`config.mk`:
```
export PLATFORM = sky130hd
export DESIGN_NAME = time_set_ctrl
export DESIGN_NICKNAME = d
export VERILOG_FILES = /design/src/rtl/time_set_ctrl.sv
export SDC_FILE = /design/constraint.sdc
export NUM_CORES = 1
export LEC_CHECK = 0
export BUFFER_PORTS_ARGS = -buffer_cell sky130_fd_sc_hd__buf_2
export CORE_UTILIZATION = 49
export CTS_CLUSTER_SIZE = 16
export DETAILED_ROUTE_END_ITERATION = 10
export GPL_ROUTABILITY_DRIVEN = 0
export PLACE_DENSITY = 0.72
export SLEW_MARGIN = 20
export SYNTH_ARGS = -nofsm -noshare
export SYNTH_HDL_FRONTEND = slang
export SYNTH_SLANG_ARGS = --single-unit
export TNS_END_PERCENT = 1
```
`constraint.sdc`:
```
create_clock -name clk -period 1.5 [get_ports clk]
set_input_delay 0.225 -clock clk [delete_from_list [all_inputs] [get_ports clk]]
set_output_delay 0.225 -clock clk [all_outputs]
set_load 0.01 [all_outputs]
```
`src/rtl/time_set_ctrl.sv`:
```
// Time-setting controller: debounces mode/up keys and sequences RUN / SET_HOUR / SET_MIN,
// producing seconds enable/clear, hour/minute increment strobes and digit blanking.

// Key debouncer: 2-flop synchronizer, then a stability counter that accepts a new level
// after DB_CYCLES consecutive mismatching samples. press pulses one cycle on a 1->0 flip.
module time_set_db #(
  parameter int DB_CYCLES = 16
) (
  input  logic clk,
  input  logic rst,
  input  logic raw,
  output logic level,
  output logic press
);
  localparam int CW = (DB_CYCLES > 2) ? $clog2(DB_CYCLES) : 1;
  localparam logic [CW-1:0] LAST = CW'(DB_CYCLES - 1);

  logic          sync1, sync2;
  logic [CW-1:0] cnt;
  logic          lock;

  // Synchronizer keeps tracking the pin during reset, so a key held through reset
  // is seen low at exit and the lock suppresses its press event until a release.
  always_ff @(posedge clk) begin
    sync1 <= raw;
    sync2 <= sync1;
  end

  always_ff @(posedge clk) begin
    if (rst) begin
      level <= 1'b1;
      cnt   <= '0;
      press <= 1'b0;
      lock  <= 1'b1;
    end else begin
      press <= 1'b0;
      if (sync2) lock <= 1'b0;
      if (sync2 != level) begin
        if (cnt == LAST) begin
          level <= sync2;
          cnt   <= '0;
          press <= ~sync2 & ~lock;
        end else begin
          cnt <= cnt + 1'b1;
        end
      end else begin
        cnt <= '0;
      end
    end
  end
endmodule

// States:
//   RUN      | clock running, sec_en follows EN
//   SET_HOUR | up key strobes hour_inc, hour digits blink
//   SET_MIN  | up key strobes min_inc, minute digits blink
module time_set_ctrl #(
  parameter int DB_CYCLES    = 16,
  parameter int REPEAT_DELAY = 4
) (
  input  logic       clk,
  input  logic       rst,
  input  logic       EN,
  input  logic       key_mode,
  input  logic       key_up,
  input  logic       tick_1hz,
  input  logic       tick_fast,
  output logic [1:0] mode,
  output logic       sec_en,
  output logic       sec_clr,
  output logic       hour_inc,
  output logic       min_inc,
  output logic       blank_hour,
  output logic       blank_min
);
  localparam int RW = $clog2(REPEAT_DELAY + 1);
  localparam logic [RW-1:0] RD_LAST = RW'(REPEAT_DELAY - 1);
  localparam logic [RW-1:0] RD_MAX  = RW'(REPEAT_DELAY);

  typedef enum logic [1:0] {
    RUN      = 2'b00,
    SET_HOUR = 2'b01,
    SET_MIN  = 2'b10
  } state_t;

  state_t        state, nxt_state;
  logic          phase, nxt_phase;
  logic          rep_active, nxt_active;
  logic [RW-1:0] rep_cnt, nxt_cnt;
  logic          inc, clr;
  logic          mode_lvl, mode_ev, up_lvl, up_ev;
  logic          in_set;

  time_set_db #(.DB_CYCLES(DB_CYCLES)) u_db_mode (
    .clk(clk), .rst(rst), .raw(key_mode), .level(mode_lvl), .press(mode_ev)
  );

  time_set_db #(.DB_CYCLES(DB_CYCLES)) u_db_up (
    .clk(clk), .rst(rst), .raw(key_up), .level(up_lvl), .press(up_ev)
  );

  assign in_set = (state != RUN);
  assign mode   = state;

  always_comb begin
    nxt_state  = state;
    nxt_phase  = phase;
    nxt_active = rep_active;
    nxt_cnt    = rep_cnt;
    inc        = 1'b0;
    clr        = 1'b0;

    if (EN && mode_ev) begin
      case (state)
        RUN:      nxt_state = SET_HOUR;
        SET_HOUR: nxt_state = SET_MIN;
        default: begin
          nxt_state = RUN;
          clr       = 1'b1;
        end
      endcase
    end

    // Mode press outranks a coincident up press and cancels any repeat in progress.
    if (!EN || mode_ev || up_lvl) begin
      nxt_active = 1'b0;
      nxt_cnt    = '0;
    end else if (up_ev && in_set) begin
      inc        = 1'b1;
      nxt_active = 1'b1;
      nxt_cnt    = '0;
    end else if (rep_active && tick_fast) begin
      if (rep_cnt >= RD_LAST) begin
        inc     = 1'b1;
        nxt_cnt = RD_MAX;
      end else begin
        nxt_cnt = rep_cnt + 1'b1;
      end
    end

    if (EN) begin
      if (nxt_state != state || !up_lvl) nxt_phase = 1'b0;
      else if (in_set && tick_1hz)       nxt_phase = ~phase;
    end
  end

  always_ff @(posedge clk) begin
    if (rst) begin
      state      <= RUN;
      phase      <= 1'b0;
      rep_active <= 1'b0;
      rep_cnt    <= '0;
      sec_en     <= 1'b0;
      sec_clr    <= 1'b0;
      hour_inc   <= 1'b0;
      min_inc    <= 1'b0;
      blank_hour <= 1'b0;
      blank_min  <= 1'b0;
    end else begin
      state      <= nxt_state;
      phase      <= nxt_phase;
      rep_active <= nxt_active;
      rep_cnt    <= nxt_cnt;
      sec_en     <= EN && (nxt_state == RUN);
      sec_clr    <= clr;
      hour_inc   <= inc && (state == SET_HOUR);
      min_inc    <= inc && (state == SET_MIN);
      blank_hour <= (nxt_state == SET_HOUR) && nxt_phase;
      blank_min  <= (nxt_state == SET_MIN) && nxt_phase;
    end
  end
endmodule

```
After elaboration in Yosys (flattened, before gate mapping)
Index checks and enable logic that the tools add are counted.
{"block": "classes", "add_sub_neg": 3, "n_lt_le_gt_ge": 1, "n_eq_ne": 9, "mux": 11, "bitwise": 12, "reduce_logical": 27}
{"cell": "OR reduction 3 bit", "n": 5}
{"cell": "inverter 1 bit", "n": 10}
{"cell": "logical AND 1 bit", "n": 9}
{"cell": "adder 4 x 1 -> 4 bit, second input constant", "n": 2}
{"cell": "equality test 4 bit, second input constant", "n": 2}
{"cell": "two-way mux 1 bit", "n": 8}
{"cell": "OR reduction 2 bit", "n": 3}
{"cell": "equality test 2 x 1 -> 1 bit, second input constant", "n": 2}
{"cell": "equality test 2 bit, second input constant", "n": 2}
{"cell": "zero test 2 bit", "n": 2}
{"cell": "one-hot mux 2 bit (2 select lines)", "n": 1}
{"cell": "AND reduction 2 bit", "n": 2}
{"cell": "adder 3 x 1 -> 3 bit, second input constant", "n": 1}
{"cell": "greater-or-equal comparator 3 x 2 -> 1 bit, second input constant", "n": 1}
{"cell": "logical OR 1 bit", "n": 3}
{"cell": "two-way mux 3 bit", "n": 1}
{"cell": "bitwise AND 1 bit", "n": 2}
{"cell": "zero test 1 bit", "n": 2}
{"cell": "two-way mux 2 bit", "n": 1}
{"cell": "inequality test 1 bit", "n": 2}
{"cell": "inequality test 2 bit", "n": 1}
{"cell": "nonzero test 2 bit", "n": 1}
{"block": "totals", "ff_bits": 31, "input_bits": 7, "output_inout_bits": 8}

Depth between registers and ports, before layout
{"block": "depth", "word_depth": 8, "mapped_depth": 5}

By module
A second synthesis with hierarchy kept.
{"block": "hier_totals", "hier_cells": 116, "hier_area_um2": 1161.1}
{"mod": "time_set_db", "n_inst": 2, "cells_each": 28, "area_per_inst_um2": 292.8}
{"mod": "time_set_ctrl", "n_inst": 1, "cells_each": 60, "area_per_inst_um2": 575.6}

Worst setup path after synthesis
No wires, ideal clock.
{"block": "synth_path", "path_type": "register to register", "start": "reg rep_cnt[0]", "end": "reg rep_cnt[0]", "setup_ns": 0.070, "t_arrival_ns": 1.318, "t_required_ns": 1.430, "setup_slack_ns": 0.113, "path_stages_with_launch": 6, "n_path_buf": 0, "cell_sequence": "dfxtp_1 > ha_1 > ha_1 > a211o_1 > or3_1 > a21oi_1"}
{"block": "synth_between", "elab_chain_cells": 2}
{"element": "start, declared", "line_no": "89", "text": "logic [RW-1:0] rep_cnt, nxt_cnt;"}
{"element": "start signal, assigned", "line_no": "163", "text": "rep_cnt <= nxt_cnt;"}
{"element": "adder 3 x 1 -> 3 bit / greater-or-equal comparator 3 x 2 -> 1 bit (equally long branches)", "line_no": "137, 133"}
{"element": "two-way mux 3 bit (*)", "line_no": "133", "text": "if (rep_cnt >= RD_LAST) begin"}
Every way passes the cells marked *; elsewhere a longest branch is shown, timed or not.
A chain may end at the register's enable or synchronous reset.

Worst setup path in the final report
{"block": "layout_path", "start": "reg rep_cnt[1]", "end": "reg rep_cnt[0]"}
{"block": "layout_between", "elab_chain_cells": 2}
{"element": "greater-or-equal comparator 3 x 2 -> 1 bit", "line_no": "133"}
{"element": "two-way mux 3 bit", "line_no": "133"}
Every way passes these cells.

==> run metrics <==
outcome=complete, no violations; fraction of the yosys area taken by sequential cells=a little over half; critical register-to-register path startpoint=rep_cnt[1]; overall die area=2550 um2; Crit Path Max Fanout=4; Total Routing Usage GR=18.3%; clock input transition at the sequential cells of the worst setup and hold paths=~0.10 ns; post-layout utilization of the core=63.1%; Hold Fails Final Rpt=0; worst endpoint required time=1.78 ns; biggest cell delay along the critical path=0.36 ns; Detailed Place HPWL=1.35 mm; cell depth of the worst min-delay path=2; net count of the finished layout=around 150; Switching Fraction=between 20% and 30%; library cell with the highest instance count after synthesis=dfxtp_1; endpoint class of the critical path=flip-flop; proportion of power drawn by the clock network=43.2%; RSZ-0062 raised after global routing=yes; TritonCTS clock tree=built; Maximum Capacitance Violations=0; worst-skew pair later-pin latency=0.34 ns; first-iteration detailed-routing DRC count=7; average wire per cell in the routed design=approximately 12 um; worst slew pin tran=0.437 ns; Register-to-Register Path Depth=5; Via density=5.30; starting utilization of the core area=approximately 52%; area growth from synthesis to final layout=20.9%; cells along the critical path=ha_4 -> ha_2 -> a211o_1 -> or3_4 -> a21oi_2; clk buf depth=2; aggregate global routing overflow=0; net count of the mapped netlist=126; area of the multi-input gates=517 um2; mean instance size in the synthesized netlist=10.0 um2; pin count of the biggest net entering global routing=14; Area contributors post-synth=dfxtp_1 54%, xor2_1 4.6%, ha_1 4.3%; drt first pass iters=6; Crit-path slowest cell=dfxtp_2; final count of pins violating max slew=0; asr flop ratio synth=0%; power dissipated by switching net loads=between 0.3 and 0.4 mW; path type of the worst min-delay path=in2reg; die height=between 50 and 60 um; sequential cell area=roughly 620 um2; top_reg_cell synth=dfxtp_1; worst hold slack after final layout=0.197 ns; Rel. slew slack=70.6%; flops & latches, synth=31; DRT Wirelength=1.93 mm; area of the core region=2210 um2; Worst setup SP type=flip-flop; worst min-delay path startpoint=EN; antenna violations before repair=0; Die W=50.5 um; count of fill cells added during filler insertion=198; ratio of cells with drive above 1 in the final layout=24.6%; worst vdd rail ir drop=between 1000 and 1500 uV; setup slack of the most critical reg-to-reg path=0.04 ns; sequential cell fraction of total power=53.9%; most instantiated cells after synthesis=31 x dfxtp_1, 9 x a21oi_1, 9 x nand2_1, 8 x inv_1, 8 x nor2_1; DRC errors left=0; portion of the clock cycle consumed by the worst path in the final layout=97.4%; Buf/Inv on CP=0; wire length of the first global-routing pass=3.24 mm; number of diodes=0; cell area after placement=1260 um2; Reg-to-Reg End=rep_cnt[0]; Final Skew=0.0126 ns; Final Setup Violations=0; internal power component=1.25 mW; number of levels in the clock H-tree=2; critical path's top delay family=compound AO/OA/AOI/OAI gates; fraction of power consumed by combinational cells=around 2.9%; std cell rows=17; count of synthesis-stage warnings from yosys=0; combined area of all synthesized cells=1150 um2; post-route standard cell area excluding fillers=approximately 1400 um2; worst-case hold path end point=sec_en; min Tclk post-route=1.46 ns; total number of vias=between 800 and 900; share of the synthesized area in the top cell type=53.7%; crit path kind=reg2reg; number of top-level design ports=15; remaining antenna violation count after routing=0; Worst Path Arrival=1.74 ns; TritonCTS sink count=31; top achievable clock speed=684 MHz; leak pwr=0.618 nW; power per standard cell area=1130 nW/um2; Root Buffer=clkbuf_4; Post-synth EDFFs=0; number of buffers added on ports=14; number of buffers created by CTS=5; top cell type by total area after synthesis=dfxtp_1; number of global-route vias before repair=767; Gate Count Post-Synth=115; Synth cell types=31
[logic make-up after synthesis]
group / Yosys count / synth area share, %
AO/OA/AOI/OAI: 20 / 11.8
XOR/XNOR: 6 / 4.55
adder cells (fa/ha/maj): 4 / 4.33
buffers and inverters: 11 / 3.58
flip-flops: 31 / 53.7
AND/OR/NAND/NOR: 43 / 22.0
[cell type report]
class                      count  share of cell area, %
clock inverter                 2                   2.51
sequential                    31                   44.6
multi-input combinational     73                   37.0
timing repair buffer          18                   7.53
tap                           28                   2.51
clock buffer                   6                   3.67
inverter                       8                   2.15
[metal layers]
metal	share of wire, %	vias up	global-route usage [%]
li1	-	451	-
met1	42	406	18.4
met2	50	17	30.0
met3	5.6	5	10.0
met4	1.9	0	9.72
met5	0	-	0
[worst max-delay path by stage]
stage,from,to,cells after the start
detailed placement,rep_cnt[0],rep_cnt[0],5
CTS,rep_cnt[0],rep_cnt[0],5
floorplan,rep_cnt[0],rep_cnt[0],5
global placement,rep_cnt[0],rep_cnt[0],5
finish,rep_cnt[1],rep_cnt[0],5
global route,rep_cnt[1],rep_cnt[0],5
[stage by stage]
step / cells / setup slack, ns / power (mW) / setup TNS, ns
final: 166 / 0.0384 / 1.57 / 0
after global routing: 166 / -0.0176 / 1.64 / -0.0176
after CTS: 166 / 0.0188 / 1.59 / 0
after detailed placement: 155 / -0.0235 / 0.909 / -0.0235
after global placement: 155 / 0.0919 / 0.907 / 0
after floorplan: 115 / 0.113 / 0.889 / 0
[what timing repair did]
item                                    CTS  global route
hold buffers                              2             0
setup buffers                             1             0
gates resized for setup                   4             3
endpoints found under the hold margin     2             0
endpoints found under the setup margin    1             1
pin swaps                                 0             0
[layout by cell type, fill, tap and decap left out, drive strengths merged, types with 2 or more instances in the layout]
cell and n:
a21oi 9, or3 2, dlygate4sd3 2, nor3b 4, nand3 7, o211ai 2, nand2 9, ha 4
clkbuf 6, and3 2, xor2 6, nor2 8, nor4 2, a21o 2, dfxtp 31, buf 16
inv 8
[registers in the layout, summed over array words and instances (netlist names), 2 cells and up]
signal / count
u_db_mode.cnt: 4
u_db_up.cnt: 4
rep_cnt: 3
mode: 2
[power groups by stage]
stage | Combinational (mW) | Clock (mW) | Sequential [mW]
after floorplan | 0.0239 | 0 | 0.865
after global placement | 0.0414 | 0 | 0.865
after global routing | 0.0519 | 0.739 | 0.849
after detailed placement | 0.0428 | 0 | 0.866
final | 0.0460 | 0.679 | 0.847
after CTS | 0.0467 | 0.700 | 0.847
No activity file was read; power rests on OpenSTA's default activity.
